==> src/rtl/plru_pkg.sv <==
`default_nettype none
// +----------------------------------------------------------------------------+
// | Module      : plru_pkg                                                     |
// | Description : Shared types and pure helper functions for the tree          |
// |               pseudo-LRU replacement engine (victim walk, MRU update,      |
// |               lowest-invalid-way search).                                  |
// | Revision    : 1.0 - initial release                                        |
// +----------------------------------------------------------------------------+
package plru_pkg;

   // Upper bound on associativity the helpers can handle (128 ways).
   localparam int MAX_LEVEL = 7;
   localparam int MAX_WAYS  = 1 << MAX_LEVEL;
   localparam int MAX_NODES = MAX_WAYS - 1;

   // Callers zero-extend their narrower values into these and truncate results.
   typedef logic [MAX_NODES-1:0] tree_max_t;
   typedef logic [MAX_LEVEL-1:0] way_max_t;
   typedef logic [MAX_WAYS-1:0]  mask_max_t;

   // Request engine states.
   typedef enum logic [1:0] {
      ST_IDLE = 2'd0,
      ST_CALC = 2'd1,
      ST_RESP = 2'd2
   } state_e;

   // Walk from the root against each node's pointer; the inverted node values
   // along the path form the victim way, MSB at the root.
   function automatic way_max_t plru_victim(input tree_max_t tree, input int level);
      way_max_t way;
      int       node;
      logic     dir;
      way  = '0;
      node = 0;
      for (int l = 0; l < MAX_LEVEL; l++) begin
         if (l < level) begin
            dir                = ~tree[node];
            way[level - 1 - l] = dir;
            node               = 2 * node + 1 + int'(dir);
         end
      end
      return way;
   endfunction

   // Mark a way most-recently-used: every node on its path records the way bit
   // taken at that node, so the victim walk steers away from it.
   function automatic tree_max_t plru_update(input tree_max_t tree, input way_max_t way,
                                              input int level);
      tree_max_t t;
      int        node;
      logic      dir;
      t    = tree;
      node = 0;
      for (int l = 0; l < MAX_LEVEL; l++) begin
         if (l < level) begin
            dir     = way[level - 1 - l];
            t[node] = dir;
            node    = 2 * node + 1 + int'(dir);
         end
      end
      return t;
   endfunction

   // Index of the lowest set bit; zero when the mask is empty.
   function automatic way_max_t first_invalid(input mask_max_t mask);
      way_max_t idx;
      logic     found;
      idx   = '0;
      found = 1'b0;
      for (int i = 0; i < MAX_WAYS; i++) begin
         if (!found && mask[i]) begin
            idx   = way_max_t'(i);
            found = 1'b1;
         end
      end
      return idx;
   endfunction

endpackage
`default_nettype wire

==> src/rtl/plru_tree_calc.sv <==
`default_nettype none
// +----------------------------------------------------------------------------+
// | Module      : plru_tree_calc                                               |
// | Description : Combinational tree-PLRU logic for one set: the victim the    |
// |               current tree points at, and the tree after marking upd_way   |
// |               as most-recently-used.                                       |
// | Revision    : 1.0 - initial release                                        |
// +----------------------------------------------------------------------------+
module plru_tree_calc
   import plru_pkg::*;
#(
   parameter int LEVEL = 2
)
(
   input  logic [(1<<LEVEL)-2:0] tree_in,
   input  logic [LEVEL-1:0]      upd_way,
   output logic [LEVEL-1:0]      victim,
   output logic [(1<<LEVEL)-2:0] tree_out
);

   localparam int NODES = (1 << LEVEL) - 1;

   // Victim and post-update tree both derived from the same incoming tree.
   always_comb begin
      victim   = LEVEL'(plru_victim(tree_max_t'(tree_in), LEVEL));
      tree_out = NODES'(plru_update(tree_max_t'(tree_in), way_max_t'(upd_way), LEVEL));
   end

endmodule
`default_nettype wire

==> src/rtl/plru_victim_select.sv <==
`default_nettype none
// +----------------------------------------------------------------------------+
// | Module      : plru_victim_select                                           |
// | Description : Per-set tree pseudo-LRU state with an always-accepted touch  |
// |               port and a valid/ready victim request/response engine.       |
// |               Granted victims are committed as MRU on the response         |
// |               handshake.                                                   |
// | Revision    : 1.0 - initial release                                        |
// +----------------------------------------------------------------------------+
module plru_victim_select
   import plru_pkg::*;
#(
   parameter  int SETS  = 16,
   parameter  int WAYS  = 4,
   localparam int SIDX  = $clog2(SETS),
   localparam int LEVEL = $clog2(WAYS)
)
(
   input  logic             clk,
   input  logic             rst,
   input  logic             touch_valid,
   input  logic [SIDX-1:0]  touch_set,
   input  logic [LEVEL-1:0] touch_way,
   input  logic             req_valid,
   output logic             req_ready,
   input  logic [SIDX-1:0]  req_set,
   input  logic [WAYS-1:0]  req_inv_mask,
   output logic             resp_valid,
   input  logic             resp_ready,
   output logic [LEVEL-1:0] resp_way,
   output logic             resp_from_inv
);

   localparam int NODES = WAYS - 1;

   logic [NODES-1:0] tree_q [SETS];
   state_e           state;
   logic [SIDX-1:0]  set_q;
   logic [WAYS-1:0]  mask_q;

   logic             commit;
   logic [LEVEL-1:0] calc_victim;
   logic [LEVEL-1:0] inv_way;
   logic [NODES-1:0] commit_tree;
   logic [NODES-1:0] touch_base;
   logic [NODES-1:0] touch_tree;
   logic [LEVEL-1:0] touch_victim_unused;

   assign req_ready  = (state == ST_IDLE);
   assign resp_valid = (state == ST_RESP);
   assign commit     = (state == ST_RESP) && resp_ready;

   // The registered set feeds both the CALC victim and the commit update; in
   // CALC the tree is read as it stands at the start of the cycle.
   plru_tree_calc #(
      .LEVEL    (LEVEL)
   ) u_set_calc (
      .tree_in  (tree_q[set_q]),
      .upd_way  (resp_way),
      .victim   (calc_victim),
      .tree_out (commit_tree)
   );

   // A touch landing on the committing set stacks on top of the commit result,
   // so the touched way ends up most recent.
   assign touch_base = (commit && (touch_set == set_q)) ? commit_tree : tree_q[touch_set];

   plru_tree_calc #(
      .LEVEL    (LEVEL)
   ) u_touch_calc (
      .tree_in  (touch_base),
      .upd_way  (touch_way),
      .victim   (touch_victim_unused),
      .tree_out (touch_tree)
   );

   // Lowest-index invalid way of the registered mask.
   always_comb begin
      inv_way = LEVEL'(first_invalid(mask_max_t'(mask_q)));
   end

   // Tree array: commit write first, touch write last so it wins on a shared set.
   always_ff @(posedge clk or negedge rst) begin
      if (!rst) begin
         for (int s = 0; s < SETS; s++) begin
            tree_q[s] <= '0;
         end
      end else begin
         if (commit) begin
            tree_q[set_q] <= commit_tree;
         end
         if (touch_valid) begin
            tree_q[touch_set] <= touch_tree;
         end
      end
   end

   // Request engine: capture in IDLE, pick victim in CALC, hold it in RESP.
   always_ff @(posedge clk or negedge rst) begin
      if (!rst) begin
         state         <= ST_IDLE;
         set_q         <= '0;
         mask_q        <= '0;
         resp_way      <= '0;
         resp_from_inv <= 1'b0;
      end else begin
         case (state)
            ST_IDLE: begin
               if (req_valid) begin
                  set_q  <= req_set;
                  mask_q <= req_inv_mask;
                  state  <= ST_CALC;
               end
            end
            ST_CALC: begin
               if (|mask_q) begin
                  resp_way      <= inv_way;
                  resp_from_inv <= 1'b1;
               end else begin
                  resp_way      <= calc_victim;
                  resp_from_inv <= 1'b0;
               end
               state <= ST_RESP;
            end
            ST_RESP: begin
               if (resp_ready) begin
                  state <= ST_IDLE;
               end
            end
            default: begin
               state <= ST_IDLE;
            end
         endcase
      end
   end

endmodule
`default_nettype wire

==> config.mk <==
export PLATFORM = sky130hd
export DESIGN_NAME = plru_victim_select
export DESIGN_NICKNAME = d
export VERILOG_FILES = /design/src/rtl/plru_pkg.sv /design/src/rtl/plru_tree_calc.sv /design/src/rtl/plru_victim_select.sv
export SDC_FILE = /design/constraint.sdc
export NUM_CORES = 1
export LEC_CHECK = 0
export ABC_AREA = 1
export BUFFER_PORTS_ARGS = -buffer_cell sky130_fd_sc_hd__buf_2
export CORE_MARGIN = 2
export CORE_UTILIZATION = 50
export DETAILED_ROUTE_END_ITERATION = 6
export GPL_ROUTABILITY_DRIVEN = 0
export MAX_ROUTING_LAYER = met4
export PLACE_DENSITY = 0.68
export SKIP_LAST_GASP = 1
export SLEW_MARGIN = 0
export SYNTH_ARGS = -nofsm -noshare
export SYNTH_HDL_FRONTEND = slang
export SYNTH_HIERARCHICAL = 1
export SYNTH_SLANG_ARGS = --single-unit
==> constraint.sdc <==
create_clock -name clk -period 2.92 [get_ports clk]
set_clock_uncertainty 0.15 [all_clocks]
set_input_delay 0.292 -clock clk [delete_from_list [all_inputs] [get_ports clk]]
set_output_delay 0.292 -clock clk [all_outputs]
set_load 0.01 [all_outputs]
=== Word level (Yosys, flattened, before mapping) ===
Cells that the tools add are included.

* Output and inout bits: 5
* Input bits: 19
* Word-level logic and storage cells: 93
* Bits in registers: 61

* $add $sub $neg: 3
* Bitwise operators: 4
* Reductions and logical operators: 16
* Order comparisons: 9
* Equal/unequal tests: 5
* Muxes and demuxes: 35

{| class="wikitable"
|+ Operators by type and width
! operator !! count
|-
| 127-bit bitwise mux || 2
|-
| 48-bit bitwise mux || 2
|-
| 32-bit by 9-bit < comparator with 1-bit output (second input constant) || 3
|-
| 48-bit 2-to-1 mux || 2
|-
| 32-bit by 1-bit greater-or-equal comparator with 1-bit output (second input constant) || 2
|-
| 3-bit binary-select mux with 4-bit select || 2
|-
| 3-bit demux with 4-bit select || 2
|-
| 3-bit 2-to-1 mux || 7
|-
| 1-bit demux with 7-bit select || 2
|-
| 5-bit greater-or-equal comparator (second input constant) || 2
|-
| 5-bit by 1-bit < comparator with 1-bit output (second input constant) || 2
|-
| 2-bit 2-to-1 mux || 5
|-
| 4-bit NOT with 5-bit output || 2
|-
| 1-bit logical AND || 9
|-
| 1-bit 2-to-1 mux || 9
|-
| 1-bit binary-select mux with 7-bit select || 1
|-
| 1-bit by 1-bit adder with 2-bit output (first input constant) || 3
|-
| 2-bit one-hot mux with 3 select lines || 1
|-
| 4-bit equality test || 1
|-
| 2-bit AND reduction || 2
|-
| 4-bit OR reduction || 1
|-
| 1-bit zero test || 3
|-
| 2-bit by 1-bit equality test with 1-bit output (second input constant) || 1
|-
| 2-bit equality test (second input constant) || 1
|-
| 4 further kinds || 5
|}

=== Logic depth before layout (Yosys ltp) ===
Gate-level depths: netlist (run 1).

* Word-level depth: 11
* Depth in mapped cells: 19

=== By module ===
The synthesis (run 1) kept the hierarchy.

{| class="wikitable"
|+ Modules (own cells, without submodules)
! module !! cells each !! area an instance (sq um) !! times used !! seq. area each (sq um)
|-
| plru_victim_select || 576 || 4005.1 || 1 || 1526.5
|-
| plru_tree_calc || 14 || 56.3 || 2 || 0.0
|}

=== Worst setup path after synthesis (run 1) ===
Ideal clock, no wire load.

* Kind: register -> register
* Start point: register set_q[0]
* End point: register tree_q[11] in the netlist's numbering
* Path slack: 0.374 ns
* Required time: 2.688 ns
* Period minus slack after synthesis: 2.546 ns
* Library setup time: 0.082 ns
* Stages on the path, launching flop included: 18
* Arrival time: 2.313 ns
* Cells stage by stage: dfrtp_1 buf_6 nor2_2 buf_6 nand2_1 nand4_1 nand2_1 nand4_1 nand2_1 nand2_1 clkbuf_1 nor2_1 nor2_1 nand2_1 nand2_1 inv_1 clkbuf_1 o22ai_1

* Word-level cells in the longest chain between the ends: 9
* Elaborated cells between the ends (all ways): 18
* Those cells by class: order compare (2); eq/ne (1); mux (12); bitwise (1); reduce/logical (2)

{| class="wikitable"
|+ Ends and longest elaborated chain
! element !! RTL line !! RTL
|-
| from (decl) || plru_victim_select.sv:38 || <nowiki>logic [SIDX-1:0] set_q;</nowiki>
|-
| from (signal assigned) || plru_victim_select.sv:110 || <nowiki>set_q <= req_set;</nowiki>
|-
| 4-bit NOT with 5-bit output (implied by the code) || plru_victim_select.sv:58 || <nowiki>.tree_in (tree_q[set_q]),</nowiki>
|-
| 3-bit binary-select mux with 4-bit select || plru_victim_select.sv:58 ||
|-
| 3-bit 2-to-1 mux (implied by the code) (2 in a row) || plru_victim_select.sv:58 ||
|-
| 127-bit bitwise mux || plru_pkg.sv:58 || <nowiki>t[node] = dir;</nowiki>
|-
| via commit_tree[2] || plru_victim_select.sv:44 || <nowiki>logic [NODES-1:0] commit_tree;</nowiki>
|-
| 3-bit 2-to-1 mux || plru_victim_select.sv:66 || <nowiki>assign touch_base = (commit && (touch_set == set_q)) ? commit_tree : tree_q[touch_set];</nowiki>
|-
| via touch_base[2] || plru_victim_select.sv:45 || <nowiki>logic [NODES-1:0] touch_base;</nowiki>
|-
| 127-bit bitwise mux || plru_pkg.sv:58 ||
|-
| via touch_tree[2] || plru_victim_select.sv:46 || <nowiki>logic [NODES-1:0] touch_tree;</nowiki>
|-
| 48-bit bitwise mux || plru_victim_select.sv:93 || <nowiki>tree_q[touch_set] <= touch_tree;</nowiki>
|-
| 48-bit 2-to-1 mux || plru_victim_select.sv:92 || <nowiki>if (touch_valid) begin</nowiki>
|-
| to (signal, indexed assignment) || plru_victim_select.sv:90 || <nowiki>tree_q[set_q] <= commit_tree;</nowiki>
|-
| to (signal, indexed assignment) || plru_victim_select.sv:93 ||
|-
| to (decl) || plru_victim_select.sv:36 || <nowiki>logic [NODES-1:0] tree_q [SETS];</nowiki>
|}

The timed path passes the listed nets, and every way through them passes these cells. The select of a mux whose other input is x is not followed.
A chain may end at the register's enable or synchronous reset.

=== Worst setup path in the final report (run 1) ===
* Start point: register set_q[0]
* End point: register tree_q[38] in the netlist's numbering

Same word-level chain as after synthesis.

==> metrics.csv, run 1 <==
metric;value;unit
start_util;51.2;%
via_per_inst;5.76;
crit_path_max_fanout;17;
total_power;4.44;mW
critPathBufInv;3;
die_y;92.7;um
cts-root-buf;clkbuf_8;
finalSetupViolations;0;
antenna_found_initial;0;
maxSlewHeadroom;52.2;%
finalHoldViolations;0;
synth.cell_area;3930;um^2
dp_hpwl;7.79;mm
min_path_type;primary input to flop;
cts_tree;yes;
synth_fp_nets;576;
fmax;370;MHz
final_common_cell;nand2_1;
drt_iter0_drc;320;
ant_nets;0;
power.density;1020;nW/um^2
core.rowCount;32;
cp_cell_sequence;inv_1 > nor2_4 > a22oi_1 > nand2_1 > nand2_1 > nand4_1 > nand2_1 > nand2_1 > nor2_1 > nor2_1 > nand2_1 > nand2_1 > inv_1 > buf_12 > o22ai_1;
grt_pass1_vias;3745;
place_area;4070;um^2
wl_per_cell;16.7;um
slowest_stage;dfrtp_1;
yosys_warnings;6;
status;finished clean;
register_area;1530;um^2
area_delta_synth_final;10.4;%
drc;0;
drv_slew;0;
vias;3937;
cpPeakStageDelay;0.52;ns
cts.htree.levels;3;
rrSetupSlack;0.21;ns
crit_path_frequent_cell;nand2_1;
numCtsBuffers;9;
fin_crit;2.71;ns
cp-end-kind;flop;
clock_latency;0.35;ns
crit_family;simple AND/OR/NAND/NOR gates;
grt_max_degree;33;
syn_avg_cell_area;7.06;um^2
cp.required;3.04;ns
track_usage;29.7;%
drv_cap;0;
fin_crit_sh;92.7;%
arrival;2.82;ns
path_class;flop to flop;
ios;24;
clock_sinks;61;
final_cell_mix;206 x nand2_1, 61 x dfrtp_1, 50 x o21ai_0;
n_antenna_cell;0;
clockBufferDepth;2;
nets;596;
die_area;8590;um^2
multi_input_comb_area;2020;um^2
start_kind;flop;
wl;11.4;mm
port_buffers;23;
core;7690;um^2
design_area;4340;um^2
synthCells;557;
rsz0062_at_grt;false;
ir_worst_vdd;673;uV
setup-tns-final;0;ns
nFillCells;791;
tightestPinTransition;0.718;ns
grt_pass1_wl;19.1;mm
die_x;92.7;um
p_leak;2.10;nW
drive_gt1_share;12.4;%
grt-ovfl-total;0;
clk_pin_slew_worst_paths;0.08;ns
drt_pre_antenna_iters;6;
==> area by class of cell <==
type | count | share of cell area (%)
well taps | 102 | 2.94
multi-input cells | 421 | 46.5
flip-flops and latches | 61 | 35.2
inverters | 45 | 3.95
clock inverters | 6 | 1.64
clock buffers | 10 | 3.17
repair buffers | 39 | 6.63
==> worst min-delay path: stages <==
cell	delay, ns
buf_2	0.07
nand2_1	0.04
o21ai_0	0.07
==> final timing paths <==
kind / start / endpoint / cells past startpoint
worst max-delay path: set_q[0] / tree_q[38] / 15
worst min-delay path: req_inv_mask[1] / mask_q[1] / 3
worst max register to register: set_q[0] / tree_q[38] / 15
worst min register to register: resp_from_inv / resp_from_inv / 2
max in group asynchronous: rst / tree_q[17] / 3
min in group asynchronous: rst / tree_q[11] / 2
==> metal layers <==
metal | wire [um] | vias up | GRT usage [%] | share of wire, %
met5 | 0 | - | - | 0
met4 | 229 | 0 | 10.8 | 2.0
met3 | 876 | 24 | 5.21 | 7.7
met2 | 5240 | 203 | 46.6 | 46
met1 | 5080 | 1809 | 39.1 | 44
li1 | - | 1901 | - | -
==> per-stage QoR <==
step / utilization (%) / hold slack [ns] / setup WS [ns] / std cells
floorplan: - / -0.154 / 0.415 / 557
global placement: 53.0 / 0.236 / 0.376 / 662
detailed placement: 53.0 / 0.240 / 0.295 / 662
CTS: 56.5 / 0.00173 / 0.259 / 684
global route: 56.5 / 0.0294 / 0.0325 / 684
finish: 56.5 / 0.00905 / 0.214 / 684
==> report_power, final <==
group          total (mW)  internal, mW  switching (mW)  leakage (nW)
clock               0.806         0.423           0.384        0.0991
combinational        2.04         0.699            1.34          1.24
sequential           1.59          1.24           0.350         0.756
total                4.44          2.37            2.07          2.10
==> state kept, by name (all words and copies together) (netlist names) <==
name           flops
tree_q            48
mask_q             4
set_q              4
resp_way           2
state              2
resp_from_inv      1
==> what timing repair did <==
item / CTS / global route
endpoints found under the setup margin: 0 / 0
setup buffers: 0 / 0
endpoints found under the hold margin: 34 / 0
hold buffers: 6 / 0
resized for setup: 0 / 0
No activity file was read; power rests on OpenSTA's default activity.
==> inputs of run 2 (changes only) <==
Settings changed: CORE_MARGIN 2 to 10.
==> metrics.csv, run 2 (same netlist as run 1, synthesis figures left out) <==
metric;value;unit;change
cts_tree;yes;;unchanged
fin_crit;2.63;ns;was 2.71 ns
clockBufferDepth;2;;unchanged
vias;3963;;was 3937
arrival;2.74;ns;was 2.82 ns
final_common_cell;nand2_1;;unchanged
cts-root-buf;clkbuf_8;;unchanged
min_path_type;primary input to flop;;unchanged
placed_cells;664;;was 662
status;finished clean;;unchanged
total_power;4.38;mW;was 4.44 mW
cts.htree.levels;3;;unchanged
ir_worst_vdd;734;uV;was 673 uV
crit_path_max_fanout;17;;unchanged
maxSlewHeadroom;47.7;%;was 52.2%
drive_gt1_share;12.0;%;was 12.4%
cp-end-kind;flop;;unchanged
rrSetupSlack;0.29;ns;was 0.21 ns
start_util;51.2;%;unchanged
grt-ovfl-total;0;;unchanged
reg_top3;tree_q x48, mask_q x4, set_q x4;;unchanged
final_core_util;56.0;%;was 56.5%
tightestPinTransition;0.785;ns;was 0.718 ns
clk_pin_slew_worst_paths;0.07;ns;was 0.08 ns
cts_resized;0;;unchanged
layout.cells.non_filler;684;;unchanged
area_delta_synth_final;9.39;%;was 10.4%
ios;24;;unchanged
final_cell_mix;206 x nand2_1, 61 x dfrtp_1, 50 x o21ai_0;;unchanged
finalHoldViolations;0;;unchanged
r2r_start;set_q[0];;unchanged
core.rowCount;32;;unchanged
wl_per_cell;16.9;um;was 16.7 um
multi_input_comb_area;2020;um^2;unchanged
p_leak;2.09;nW;was 2.10 nW
via_per_inst;5.79;;was 5.76
die_y;109;um;was 92.7 um
fin_crit_sh;90.0;%;was 92.7%
rr_endpoint;tree_q[28];;was tree_q[38]
dp_hpwl;7.89;mm;was 7.79 mm
track_usage;20.9;%;was 29.7%
start_kind;flop;;unchanged
largest_reg_flops;48;;unchanged
post_cts_buffers;0;;unchanged
drt_iter0_drc;319;;was 320
regMostFlops;tree_q;;unchanged
r2r_cells;14;;was 15
wl;11.5;mm;was 11.4 mm
rsz0062_at_grt;true;;was false
min_to;set_q[3];;was mask_q[1]
drc;0;;unchanged
drv_slew;0;;unchanged
drt_pre_antenna_iters;5;;was 6
finalSetupViolations;0;;unchanged
grt_pass1_wl;19.0;mm;was 19.1 mm
nFillCells;765;;was 791
path_class;flop to flop;;unchanged
fmax;381;MHz;was 370 MHz
core;7690;um^2;unchanged
nets;598;;was 596
hold_depth;3;;unchanged
hold-worst-slack;0.0104;ns;was 0.00905 ns
port_buffers;23;;unchanged
clock_sinks;61;;unchanged
numCtsBuffers;9;;unchanged
min_from;req_set[3];;was req_inv_mask[1]
grt_max_degree;62;;was 33
register_area;1530;um^2;unchanged
die_area;11800;um^2;was 8590 um^2
grt_pass1_vias;3819;;was 3745
die_x;109;um;was 92.7 um
antenna_found_initial;0;;unchanged
cp.required;3.03;ns;was 3.04 ns
drv_cap;0;;unchanged
ant_nets;0;;unchanged
clock_latency;0.35;ns;about the same
n_antenna_cell;0;;unchanged
power.density;1020;nW/um^2;about the same
-- run 2: worst max-delay path by stage --
| stage | from | to | slack (ns) |
|---|---|---|---|
| floorplan | set_q[0] | tree_q[11] | 0.41 |
| global placement | set_q[0] | tree_q[46] | 0.39 |
| detailed placement | set_q[0] | tree_q[1] | 0.31 |
| CTS | set_q[0] | tree_q[28] | 0.29 |
| global route | set_q[0] | tree_q[31] | -0.03 |
| finish | set_q[0] | tree_q[28] | 0.29 |
-- run 2: report_power, final --
group          switching, mW  total [mW]  leakage [nW]  internal [mW]
sequential             0.351        1.60         0.756           1.25
clock                  0.330       0.738        0.0923          0.407
combinational           1.34        2.04          1.24          0.701
-- run 2: stage by stage --
stage | setup WS [ns] | area (um^2) | TNS (ns)
3_3_place_gp | 0.394 | 4060 | 0
3_5_place_dp | 0.313 | 4060 | 0
4_1_cts | 0.290 | 4300 | 0
6_report | 0.293 | 4300 | 0
2_1_floorplan | 0.415 | 3930 | 0
5_1_grt | -0.0266 | 4300 | -0.0266
-- run 2: worst max-delay path, stage by stage, from the launching register on --
cell,delay (ns)
dfrtp_1,0.52
inv_1,0.14
nor2_4,0.37
nand2_1,0.09
nand4_1,0.11
nand2_1,0.08
nand4_1,0.11
nand2_1,0.06
nand2_1,0.08
nor2_1,0.05
nor2_1,0.10
nand2_1,0.06
nand2_1,0.09
inv_1,0.26
o22ai_1,0.27
-- run 2: timing repair --
action / CTS / global route
setup endpoints to repair: 0 / 1
hold buffers: 6 / 0
hold endpoints to repair: 13 / 0
-- run 2: metal layers --
layer	global-route usage, %	routed length [um]
met5	-	0
met4	8.00	335
met3	3.83	711
met2	32.6	5260
met1	26.5	5220
-- run 2: final cells by class --
type                       count  share of cell area (%)
inverter                      45                    3.98
clock inverter                 2                   0.814
timing repair buffer          41                    6.46
multi-input combinational    421                    46.9
sequential                    61                    35.5
clock buffer                  12                    3.37
tap                          102                    2.97
==> inputs of run 3 (changes only) <==
Settings changed: RECOVER_POWER set to 50.
==> metrics.csv, run 3 (same netlist as run 1, synthesis figures left out) <==
metric;value;unit;change
status;complete, but fails checks;;was finished clean
violations;capacitance limit, slew limit;;
n_antenna_cell;0;;unchanged
final_cell_mix;206 x nand2_1, 61 x dfrtp_1, 50 x o21ai_0;;unchanged
fin_crit_sh;90.0;%;about the same
grt_pass1_wl;19.0;mm;unchanged
via_per_inst;5.76;;was 5.79
wl;11.5;mm;about the same
area_delta_synth_final;9.26;%;was 9.39%
cts_resized;0;;unchanged
arrival;2.74;ns;about the same
hold-worst-slack;0.0138;ns;was 0.0104 ns
r2r_cells;14;;unchanged
largest_reg_flops;48;;unchanged
clock_sinks;61;;unchanged
setup-tns-final;0;ns;unchanged
drv_cap;1;;was 0
die_y;109;um;unchanged
start_util;51.2;%;unchanged
timing.critical_path.from;set_q[0];;unchanged
ir_worst_vdd;735;uV;was 734 uV
cp.required;3.03;ns;about the same
port_buffers;23;;unchanged
p_leak;2.09;nW;about the same
rrSetupSlack;0.29;ns;about the same
cts-root-buf;clkbuf_8;;unchanged
min_from;req_set[3];;unchanged
drt_pre_antenna_iters;5;;unchanged
finalSetupViolations;0;;unchanged
path_class;flop to flop;;unchanged
clock_latency;0.35;ns;about the same
wl_per_cell;16.9;um;about the same
cts.htree.levels;3;;unchanged
nets;598;;unchanged
rsz0062_at_grt;true;;unchanged
vias;3939;;was 3963
die_area;11800;um^2;unchanged
ant_nets;0;;unchanged
r2r_start;set_q[0];;unchanged
maxSlewHeadroom;-1.78;%;was 47.7%
drt_iter0_drc;319;;unchanged
drive_gt1_share;11.7;%;was 12.0%
grt_pass1_vias;3819;;unchanged
cts_tree;yes;;unchanged
clk_pin_slew_worst_paths;0.07;ns;about the same
start_kind;flop;;unchanged
post_cts_buffers;0;;unchanged
final_common_cell;nand2_1;;unchanged
fmax;381;MHz;about the same
grt_max_degree;62;;unchanged
rr_endpoint;tree_q[28];;unchanged
finalHoldViolations;0;;unchanged
regMostFlops;tree_q;;unchanged
cp-end-kind;flop;;unchanged
drc;0;;unchanged
ios;24;;unchanged
dp_hpwl;7.89;mm;unchanged
power.density;1020;nW/um^2;about the same
grt-ovfl-total;0;;unchanged
min_path_type;primary input to flop;;unchanged
die_x;109;um;unchanged
setup.worst_path.end;tree_q[28];;unchanged
reg_top3;tree_q x48, mask_q x4, set_q x4;;unchanged
tightestPinTransition;1.53;ns;was 0.785 ns
fin_crit;2.63;ns;about the same
core;7690;um^2;unchanged
numCtsBuffers;9;;unchanged
track_usage;20.9;%;unchanged
antenna_found_initial;0;;unchanged
core.rowCount;32;;unchanged
crit_path_max_fanout;17;;unchanged
drv_slew;62;;was 0
clockBufferDepth;2;;unchanged
run 3: timing repair:
item / CTS / global route
setup endpoints to repair: 0 / 1
hold endpoints to repair: 13 / 0
hold buffers: 6 / 0
run 3: worst max-delay path: stages, from the launching register on:
cell and delay, ns:
dfrtp_1 0.52, inv_1 0.14, nor2_4 0.37, nand2_1 0.09
nand4_1 0.11, nand2_1 0.08, nand4_1 0.11, nand2_1 0.06
nand2_1 0.08, nor2_1 0.05, nor2_1 0.10, nand2_1 0.06
nand2_1 0.09, inv_1 0.26, o22ai_1 0.27
run 3: per-layer routing:
layer / global-route usage [%] / wire length (um) / up-vias
met4: 8.00 / 305 / 0
li1: - / - / 1900
met5: - / 0 / -
met2: 32.6 / 5290 / 159
met3: 3.83 / 720 / 26
met1: 26.5 / 5210 / 1854
run 3: power breakdown:
part,total [mW],switching (mW),internal (mW)
sequential,1.60,0.351,1.25
combinational,2.04,1.34,0.697
clock,0.735,0.327,0.408
total,4.37,2.02,2.35
run 3: cell type report:
type	count	area, um^2
Fill cell	767	3390
Multi-Input combinational cell	421	2020
Sequential cell	61	1530
Timing Repair Buffer	41	273
Inverter	45	171
Clock buffer	12	145
Tap cell	102	128
Clock inverter	2	35.0
run 3: worst min path at each step:
stage          slack, ns            end  cells after the start
3_3_place_gp        0.32  resp_from_inv                      2
4_1_cts            0.002       set_q[1]                      3
6_report            0.01       set_q[3]                      3
3_5_place_dp        0.32  resp_from_inv                      2
5_1_grt             0.03       set_q[3]                      3
2_1_floorplan      -0.15      mask_q[0]                      0
run 3: stage by stage:
step	cell area [um^2]	instances	power [mW]	setup WS (ns)	utilization, %
floorplan	3930	557	3.00	0.415	-
global placement	4060	664	3.56	0.394	52.8
detailed placement	4060	664	3.59	0.313	52.8
CTS	4300	684	4.35	0.290	56.0
global route	4300	684	4.72	-0.0266	55.9
finish	4300	684	4.37	0.292	55.9
